### config.mk
export PLATFORM = sky130hd
export DESIGN_NAME = if_id_imm_decode
export DESIGN_NICKNAME = d
export VERILOG_FILES = /design/src/rtl/if_id_imm_decode.sv
export SDC_FILE = /design/constraint.sdc
export NUM_CORES = 1
export LEC_CHECK = 0
export ABC_CLOCK_PERIOD_IN_PS = 6590
export CELL_PAD_IN_SITES_DETAIL_PLACEMENT = 1
export CELL_PAD_IN_SITES_GLOBAL_PLACEMENT = 1
export CORE_ASPECT_RATIO = 1.1
export CORE_MARGIN = 2
export CORE_UTILIZATION = 28
export CTS_CLUSTER_SIZE = 10
export DETAILED_ROUTE_END_ITERATION = 16
export PLACE_DENSITY_LB_ADDON = 0.08
export REMOVE_ABC_BUFFERS = 1
export SYNTH_ARGS = -nofsm -noshare
export SYNTH_HDL_FRONTEND = slang
export SYNTH_SLANG_ARGS = --single-unit
### constraint.sdc
create_clock -name clk -period 6.59 [get_ports clk]
set_input_delay 1.318 -clock clk [delete_from_list [all_inputs] [get_ports clk]]
set_output_delay 1.318 -clock clk [all_outputs]
set_load 0.01 [all_outputs]
### src/rtl/if_id_imm_decode.sv
// IF/ID pipeline register for the RV32I core. Captures PC/instruction and, on the
// same edge, the raw immediate fields and one-hot extender select for the ID stage.
module if_id_imm_decode #(
    parameter logic [31:0] PC_RESET  = 32'h0000_0000,
    parameter logic [31:0] NOP_INSTR = 32'h0000_0013
) (
    input  logic        clk,
    input  logic        rst,
    input  logic        stall,
    input  logic        flush,
    input  logic        if_valid,
    input  logic [31:0] if_pc,
    input  logic [31:0] if_instr,
    output logic        id_valid,
    output logic [31:0] id_pc,
    output logic [31:0] id_instr,
    output logic [4:0]  iimm_shamt,
    output logic [11:0] iimm,
    output logic [11:0] simm,
    output logic [11:0] bimm,
    output logic [19:0] uimm,
    output logic [19:0] jimm,
    output logic [5:0]  EXTOp,
    output logic        illegal
);

    localparam logic [6:0] OP_IMM    = 7'b0010011;
    localparam logic [6:0] OP_LOAD   = 7'b0000011;
    localparam logic [6:0] OP_JALR   = 7'b1100111;
    localparam logic [6:0] OP_STORE  = 7'b0100011;
    localparam logic [6:0] OP_BRANCH = 7'b1100011;
    localparam logic [6:0] OP_LUI    = 7'b0110111;
    localparam logic [6:0] OP_AUIPC  = 7'b0010111;
    localparam logic [6:0] OP_JAL    = 7'b1101111;
    localparam logic [6:0] OP_REG    = 7'b0110011;
    localparam logic [6:0] OP_SYSTEM = 7'b1110011;

    localparam logic [5:0] EXT_SHAMT = 6'b100000;
    localparam logic [5:0] EXT_I     = 6'b010000;
    localparam logic [5:0] EXT_S     = 6'b001000;
    localparam logic [5:0] EXT_B     = 6'b000100;
    localparam logic [5:0] EXT_U     = 6'b000010;
    localparam logic [5:0] EXT_J     = 6'b000001;
    localparam logic [5:0] EXT_NONE  = 6'b000000;

    logic [6:0] opcode;
    logic [2:0] funct3;
    logic [5:0] dec_extop;
    logic       dec_illegal;

    assign opcode = if_instr[6:0];
    assign funct3 = if_instr[14:12];

    always_comb begin
        dec_extop   = EXT_NONE;
        dec_illegal = 1'b0;
        case (opcode)
            OP_IMM: begin
                // funct7 is deliberately ignored: srai/srli share the shamt path
                if (funct3 == 3'b001 || funct3 == 3'b101)
                    dec_extop = EXT_SHAMT;
                else
                    dec_extop = EXT_I;
            end
            OP_LOAD, OP_JALR:   dec_extop = EXT_I;
            OP_STORE:           dec_extop = EXT_S;
            OP_BRANCH:          dec_extop = EXT_B;
            OP_LUI, OP_AUIPC:   dec_extop = EXT_U;
            OP_JAL:             dec_extop = EXT_J;
            OP_REG, OP_SYSTEM:  dec_extop = EXT_NONE;
            default:            dec_illegal = 1'b1;
        endcase
    end

    always_ff @(posedge clk or posedge rst) begin
        if (rst) begin
            id_valid   <= 1'b0;
            id_pc      <= PC_RESET;
            id_instr   <= NOP_INSTR;
            iimm_shamt <= '0;
            iimm       <= '0;
            simm       <= '0;
            bimm       <= '0;
            uimm       <= '0;
            jimm       <= '0;
            EXTOp      <= EXT_NONE;
            illegal    <= 1'b0;
        end else if (flush || (!stall && !if_valid)) begin
            // bubble: flush wins over stall
            id_valid   <= 1'b0;
            id_pc      <= PC_RESET;
            id_instr   <= NOP_INSTR;
            iimm_shamt <= '0;
            iimm       <= '0;
            simm       <= '0;
            bimm       <= '0;
            uimm       <= '0;
            jimm       <= '0;
            EXTOp      <= EXT_NONE;
            illegal    <= 1'b0;
        end else if (!stall) begin
            id_valid   <= 1'b1;
            id_pc      <= if_pc;
            id_instr   <= if_instr;
            iimm_shamt <= if_instr[24:20];
            iimm       <= if_instr[31:20];
            simm       <= {if_instr[31:25], if_instr[11:7]};
            bimm       <= {if_instr[31], if_instr[7], if_instr[30:25], if_instr[11:8]};
            uimm       <= if_instr[31:12];
            jimm       <= {if_instr[31], if_instr[19:12], if_instr[20], if_instr[30:21]};
            EXTOp      <= dec_extop;
            illegal    <= dec_illegal;
        end
    end

endmodule

* Yosys cells after proc, flatten, opt, wreduce, memory -nomap -nowiden *
Cells that the tools add are included.

storage, ports and cells
  flip-flop bits (word level) = 153
  word-level logic and storage cells = 57
  output and inout port bits = 153
  input bits = 69

cells by class
  reduce and logical (&&, ||, !) cells = 8
  muxes and demuxes = 25
  eq/ne operators = 13

operators by type and width
  kind                                                   count
  two-way mux 32 bit                                     4
  two-way mux 20 bit                                     4
  two-way mux 12 bit                                     6
  one-hot mux 6 bit (6 select lines)                     1
  equality test 7 bit, second input constant             4
  equality test 7 x 6 -> 1 bit, second input constant    3
  two-way mux 6 bit                                      3
  equality test 7 x 5 -> 1 bit, second input constant    2
  two-way mux 5 bit                                      2
  OR reduction 10 bit                                    1
  equality test 7 x 2 -> 1 bit, second input constant    1
  two-way mux 1 bit                                      5
  OR reduction 2 bit                                     2
  equality test 3 x 1 -> 1 bit, second input constant    1
  equality test 3 bit, second input constant             1
  logical NOT 1 bit                                      2
  logical OR 1 bit                                       2
  inequality test 2 x 1 -> 1 bit, second input constant  1
  logical AND 1 bit                                      1

* Longest topological paths before layout *
Gate-level depths: netlist of run 1.

  depth after elaboration = 6
  mapped depth = 6

* Least setup slack after synthesis of run 1 *
OpenSTA, ideal clock, no wires.

  path type = input-to-reg
  start point = input flush
  end point = register EXTOp[1]
  arrival = 2,223 ps
  setup time = 66 ps
  setup slack = 4,301 ps
  stages on the path = 4
  data required time = 6,524 ps
  cells stage by stage = or3b_1 buf_2 nor4b_4 a22o_1

between the ends
  word-level cells in the longest chain between the ends = 2
  elaborated cells on any way between the ends = 3
  those cells by class = 1 x eq/ne; 1 x mux; 1 x reduce/logical

ends and longest elaborated chain
  element                                                                               RTL line  source
  start, declared                                                                       10        input logic flush,
  logical OR 1 bit (*)                                                                  88        end else if (flush || (!stall && !if_valid)) begin
  inequality test 2 x 1 -> 1 bit (no line) / two-way mux 6 bit (equally long branches)  --
  end signal, assigned                                                                  111       EXTOp <= dec_extop;
  end, declared                                                                         23        output logic [5:0] EXTOp,

Every way passes the cells marked *; elsewhere a longest branch is shown, timed or not.
A chain may end at the register's enable or synchronous reset.

* Worst setup path in the final report of run 1 *
  start point = input stall
  end point = register illegal

between the ends
  word-level cells in the longest chain between the ends = 4
  elaborated cells on any way between the ends = 5
  those cells by class = 1 x eq/ne; 1 x mux; 3 x reduce/logical

ends and longest elaborated chain
  element                                                                               RTL line  source
  start, declared                                                                       9         input logic stall,
  logical NOT 1 bit                                                                     --
  logical AND 1 bit                                                                     88
  logical OR 1 bit                                                                      88
  inequality test 2 x 1 -> 1 bit (no line) / two-way mux 1 bit (equally long branches)  --
  end signal, assigned                                                                  112       illegal <= dec_illegal;
  end, declared                                                                         24        output logic illegal

Parallel ways exist; a longest one is shown, timed or not.

==> impl_metrics.toml, run 1 <==
[yosys]
syn_area_sq_um = 3300
ys_types = 29
synth.avg_cell_area_sq_um = 12.3
ys_ff_latch = 72
postSynthCellCount = 269
yosysSeqAreaShare = 0.546
yosysWarnings = 0

[global_route]
grt_pass1_vias = 2701
grt_usage = 0.155
grt.overflow.total = 0
grt_pass1_wl_mm = 15.5
grt_max_degree = 73
antenna_found_initial = 0

[timing]
setup_viol = 0
fin_tns_setup_ps = 0
slew_headroom = 0.387
finalCritPeriodShare = 0.432
final_hold_viol_count = 0
layout_setup_ws_ps = 3740
clock_skew_ps = 0
finalWorstPathRequiredPeriod_ps = 2850
drv_slew = 0
grt_setup_unrepaired = "no"
fmax_ghz = 0.351
tightestPinTransition_ps = 920

[layout]
synthToLayoutAreaGrowth_pct = 62.6
regArea_sq_um = 1810
multiInputGateArea_sq_um = 822
fillers = 1230
n_antenna_cell = 0
final_cells = 561
mostFrequentLayoutCell = "clkdlybuf4s50_1"
drive_above_1_share = 0.0633
mostFrequentLayoutCells = "221 x clkdlybuf4s50_1, 69 x dfrtp_1, 63 x a22o_1, 9 x clkbuf_16"
finish.net_count = 475

[power_and_ir_drop]
p_total_mw = 1.16
p_comb_frac = 0.151
internal-power_uw = 895
leakage_nw = 2.24
pwr-share-clk = 0.442
p_sw_uw = 266
seq_power_share = 0.406
ir_drop_uv = 99.3
powerDensity_nw_per_um2 = 216
p_sw_frac = 0.229

[floorplanning]
die_area_sq_um = 12700
die_w_um = 108
boundaryPins = 222
fp.dieH_um = 118
initial_utilization = 0.288
core_sq_um = 11500
rows = 41

[routing]
post_drt_wl_per_cell_um = 17.5
wirelength_mm = 9.81
num_vias = 2577
drtAntennaViolNets = 0
firstDrtPassIters = 4
drt_iter0_drc = 115
drc = 0
viasPerCell = 4.59

[cts]
ctsHoldBuffers = 0
cts_tree = "yes"
cts_made_buffers = 9
cts-resized-gates = 0
clkTransAtPathRegs_ps = 60
cts_setup_buffers = 0
cts.sinks = 72
cts.path.max_buffers = 2
htreeDepth = 3
cts_root_buf = "clkbuf_16"
clkLatencyLatePin_ps = 320

[placement]
dp_hpwl_mm = 6.95
gp_congestion = 0.746
dp_cells = 545
port_buffers = 221
dp_slack_ps = 3350

[worst_setup_path]
path_class = "in -> reg"
critPathMaxFanout = 69
worst_setup_path_start_kind = "input pin"
rr_worst_depth = 3
cp-end-kind = "flip-flop"
cp_data_arrival_time_ps = 3070
required_ps = 6820

[hold_path]
hold_path_depth = 2
hold_class = "reg -> reg"

[run_status]
outcome = "complete, no violations"

[flow_run]
max_cap_violations = 0
==> final timing paths <==
check / start / to / slack, ps
max: stall / illegal / 3740
min: id_instr[6] / id_instr[6] / 490
max reg2reg: illegal / illegal / 5620
min reg2reg: id_instr[6] / id_instr[6] / 490
max in group asynchronous: rst / id_instr[5] / 4400
min in group asynchronous: rst / id_instr[29] / 1610
==> registers in the layout (all words and copies together) (netlist names) <==
name / count
EXTOp: 6
id_instr: 31
id_pc: 32
id_valid: 1
iimm: 1
illegal: 1
==> through the flow <==
step                hold WS [ps]  instance area, sq um  utilization
CTS                          503                  5370        0.467
floorplan                    516                  2620            -
global route                 525                  5370        0.467
detailed placement           486                  5060        0.440
global placement             475                  5060        0.440
finish                       491                  5370        0.467
==> cells by family (layout without fill, tap and decap cells) <==
group / Yosys count / in the layout / synth area share
buffers and inverters: 100 / 242 / 0.209
DFF: 72 / 72 / 0.546
AOI/OAI and AO/OA: 79 / 79 / 0.204
and+or+nand+nor: 18 / 18 / 0.0405
==> power groups by stage <==
| stage | logic (mW) | clock network (mW) | registers, mW |
|---|---|---|---|
| floorplan | 0.0331 | 0 | 0.496 |
| global placement | 0.177 | 0 | 0.479 |
| detailed placement | 0.178 | 0 | 0.480 |
| CTS | 0.179 | 0.528 | 0.472 |
| global route | 0.188 | 0.546 | 0.475 |
| finish | 0.176 | 0.514 | 0.472 |
==> synth_stat cells <==
cell type,count,area (sq um)
nor2b_1,1,6.26
buf_1,2,7.51
a21oi_1,3,15.0
nor4b_4,1,23.8
nor4_1,1,6.26
o22a_1,3,26.3
nand2_1,3,11.3
dfrtp_1,69,1730
a221oi_1,1,8.76
and3b_1,1,8.76
a32o_1,3,30.0
nor4bb_1,1,10.0
or3b_1,1,8.76
o21ai_0,3,15.0
nand2b_1,2,12.5
nand3_1,1,5.00
a21o_1,1,7.51
dfstp_2,3,78.8
a22o_1,63,552
clkbuf_1,5,18.8
nand3b_1,1,7.51
inv_1,2,7.51
nor2_1,2,7.51
o21ba_2,1,10.0
nor4b_1,1,8.76
buf_4,81,608
buf_2,10,50.1
o41ai_1,1,8.76
nand4b_1,2,17.5
==> final cells by class <==
| cell class | count | area share |
|---|---|---|
| Sequential cell | 72 | 0.336 |
| Multi-Input combinational cell | 97 | 0.153 |
| Tap cell | 150 | 0.0349 |
| Clock inverter | 6 | 0.0158 |
| Inverter | 2 | 0.00140 |
| Clock buffer | 10 | 0.0426 |
| Timing Repair Buffer | 224 | 0.416 |
==> worst max-delay path, stage by stage <==
cell and delay (ps):
clkdlybuf4s50_1 550, nor2b_4 160, buf_4 600, a21oi_1 150, a221oi_1 280
==> per-layer routing <==
layer	wire [um]	vias to the layer above	GRT usage
li1	-	1163	-
met3	668	6	0.0465
met2	5150	104	0.272
met5	0	-	0
met4	81	0	0.0385
met1	3910	1304	0.182
(Power assumes the default switching activity.)
==> run 2, diff against run 1 <==
--- a/config.mk
+++ b/config.mk
@@ -5,12 +5,12 @@
 export SDC_FILE = /design/constraint.sdc
 export NUM_CORES = 1
 export LEC_CHECK = 0
-export ABC_CLOCK_PERIOD_IN_PS = 6590
+export ABC_CLOCK_PERIOD_IN_PS = 2400
 export CELL_PAD_IN_SITES_DETAIL_PLACEMENT = 1
 export CELL_PAD_IN_SITES_GLOBAL_PLACEMENT = 1
 export CORE_ASPECT_RATIO = 1.1
 export CORE_MARGIN = 2
-export CORE_UTILIZATION = 28
+export CORE_UTILIZATION = 24
 export CTS_CLUSTER_SIZE = 10
 export DETAILED_ROUTE_END_ITERATION = 16
 export PLACE_DENSITY_LB_ADDON = 0.08
==> constraint.sdc (replaced) <==
create_clock -name clk -period 2.4 [get_ports clk]
set_input_delay 0.48 -clock clk [delete_from_list [all_inputs] [get_ports clk]]
set_output_delay 0.48 -clock clk [all_outputs]
set_load 0.01 [all_outputs]
==> run 2 against run 1 <==
Critical path depth down 4. Sequential power increased to 2.8 times the previous value. Wire length is 6.1% higher.
==> impl_metrics.toml, run 2 (same netlist as run 1, synthesis figures left out) <==
[run_status]
outcome = "complete, no violations"

[global_route]
grt_max_degree = 39
antenna_found_initial = 0
grt_usage = 0.143
grt_pass1_wl_mm = 16.1
grt_pass1_vias = 2685
grt.overflow.total = 0

[layout]
fillers = 1457
largestRegisters = "id_pc: 32 flops, id_instr: 31 flops, EXTOp: 6 flops"
n_antenna_cell = 0
drive_above_1_share = 0.0723
synthToLayoutAreaGrowth_pct = 65.4
mostFrequentLayoutCell = "clkdlybuf4s50_1"
finish.net_count = 480
multiInputGateArea_sq_um = 822
regMostFlops = "id_pc"
final_cells = 599
largest_reg_flops = 32
mostFrequentLayoutCells = "221 x clkdlybuf4s50_1, 69 x dfrtp_1, 63 x a22o_1, 9 x clkbuf_16, 5 x buf_4"
regArea_sq_um = 1810

[floorplanning]
initial_utilization = 0.248
fp.dieH_um = 127
core_sq_um = 13300
die_area_sq_um = 14700
rows = 44
die_w_um = 116
boundaryPins = 222

[worst_setup_path]
rrSetupSlack_ps = 1460
crit_path_cell_trace = "clkdlybuf4s50_1"
cp_num_cells = 1
startpoint = "id_instr[4]"
required_ps = 1920
reg2reg_to = "illegal"
path_buf_inv = 1
worst_setup_path_start_kind = "flip-flop"
cp_data_arrival_time_ps = 1400
crit_slowest_cell = "dfstp_2"
worstReg2RegStart = "illegal"
path_class = "reg -> out"
cpLargestDelayFamily = "flip-flops"
cpPeakStageDelay_ps = 540
cp-end-kind = "output port"
critPathMaxFanout = 2
rr_worst_depth = 3

[hold_path]
hold_class = "reg -> reg"
hold_path_depth = 2
min-delay-start = "id_instr[6]"
hold_end = "id_instr[6]"

[timing]
finalWorstPathRequiredPeriod_ps = 1880
layout_setup_ws_ps = 518
finalCritPeriodShare = 0.784
fmax_ghz = 0.531
tightestPinTransition_ps = 614
clock_skew_ps = 0
final_hold_viol_count = 0
fin_tns_setup_ps = 0
setup_viol = 0
grt_setup_unrepaired = "no"
drv_slew = 0
slew_headroom = 0.591

[routing]
wl_met1_mm = 4.15
drt_iter0_drc = 75
wirelength_mm = 10.4
drc = 0
wl_met3_um = 608
num_vias = 2582
post_drt_wl_per_cell_um = 17.4
met2WireLength_mm = 5.49
viasPerCell = 4.31
drtAntennaViolNets = 0
maxUsedRoutingLayer = "met4"
firstDrtPassIters = 4

[placement]
dp_cells = 584
gp_congestion = 0.749
port_buffers = 221
dp_slack_ps = 371
dp_hpwl_mm = 7.80

[power_and_ir_drop]
p_total_mw = 3.12
powerDensity_nw_per_um2 = 570
ir_drop_uv = 224
leakage_nw = 2.28

[flow_run]
max_cap_violations = 0

[cts]
cts.path.max_buffers = 2
cts_made_buffers = 9
htreeDepth = 3
cts_tree = "yes"
cts-resized-gates = 0
cts_root_buf = "clkbuf_16"
cts_setup_buffers = 0
cts.sinks = 72
clkLatencyLatePin_ps = 330
ctsHoldBuffers = 0
clkTransAtPathRegs_ps = 60
run 2: per-stage QoR:
| step | hold slack (ps) | cell area (sq um) | utilization |
|---|---|---|---|
| finish | 492 | 5460 | 0.410 |
| global route | 523 | 5460 | 0.410 |
| CTS | 501 | 5460 | 0.410 |
| detailed placement | 478 | 5180 | 0.389 |
| global placement | 482 | 5180 | 0.389 |
| floorplan | 516 | 2620 | - |
run 2: where the power goes:
group,switching (mW),internal (mW),total (mW)
clock,0.500,0.822,1.32
sequential,0.0366,1.26,1.30
combinational,0.196,0.303,0.500
run 2: final cells by class:
class                           count  area share
Clock buffer                       11      0.0444
Clock inverter                      4     0.00824
Inverter                            2     0.00160
Multi-Input combinational cell     97       0.150
Sequential cell                    72       0.330
Tap cell                          184      0.0421
Timing Repair Buffer              229       0.423
run 2: how the worst max path moves through the flow:
stage / to / slack, ps
2_1_floorplan: illegal / -1020
3_3_place_gp: EXTOp[1] / 390
3_5_place_dp: EXTOp[1] / 370
4_1_cts: id_instr[4] / 500
5_1_grt: id_instr[0] / 480
6_report: id_instr[4] / 520
run 2: worst register-to-register path, delay by kind of cell, from the launching register on:
kind	cells	cell delay (ps)
flops	1	390
compound gates	2	380
simple gates	1	70
run 2: layer usage:
layer,vias to the layer above,global-route usage
met3,11,0.0266
met4,0,0.0546
met2,100,0.248
li1,1172,-
met5,-,0
met1,1299,0.175
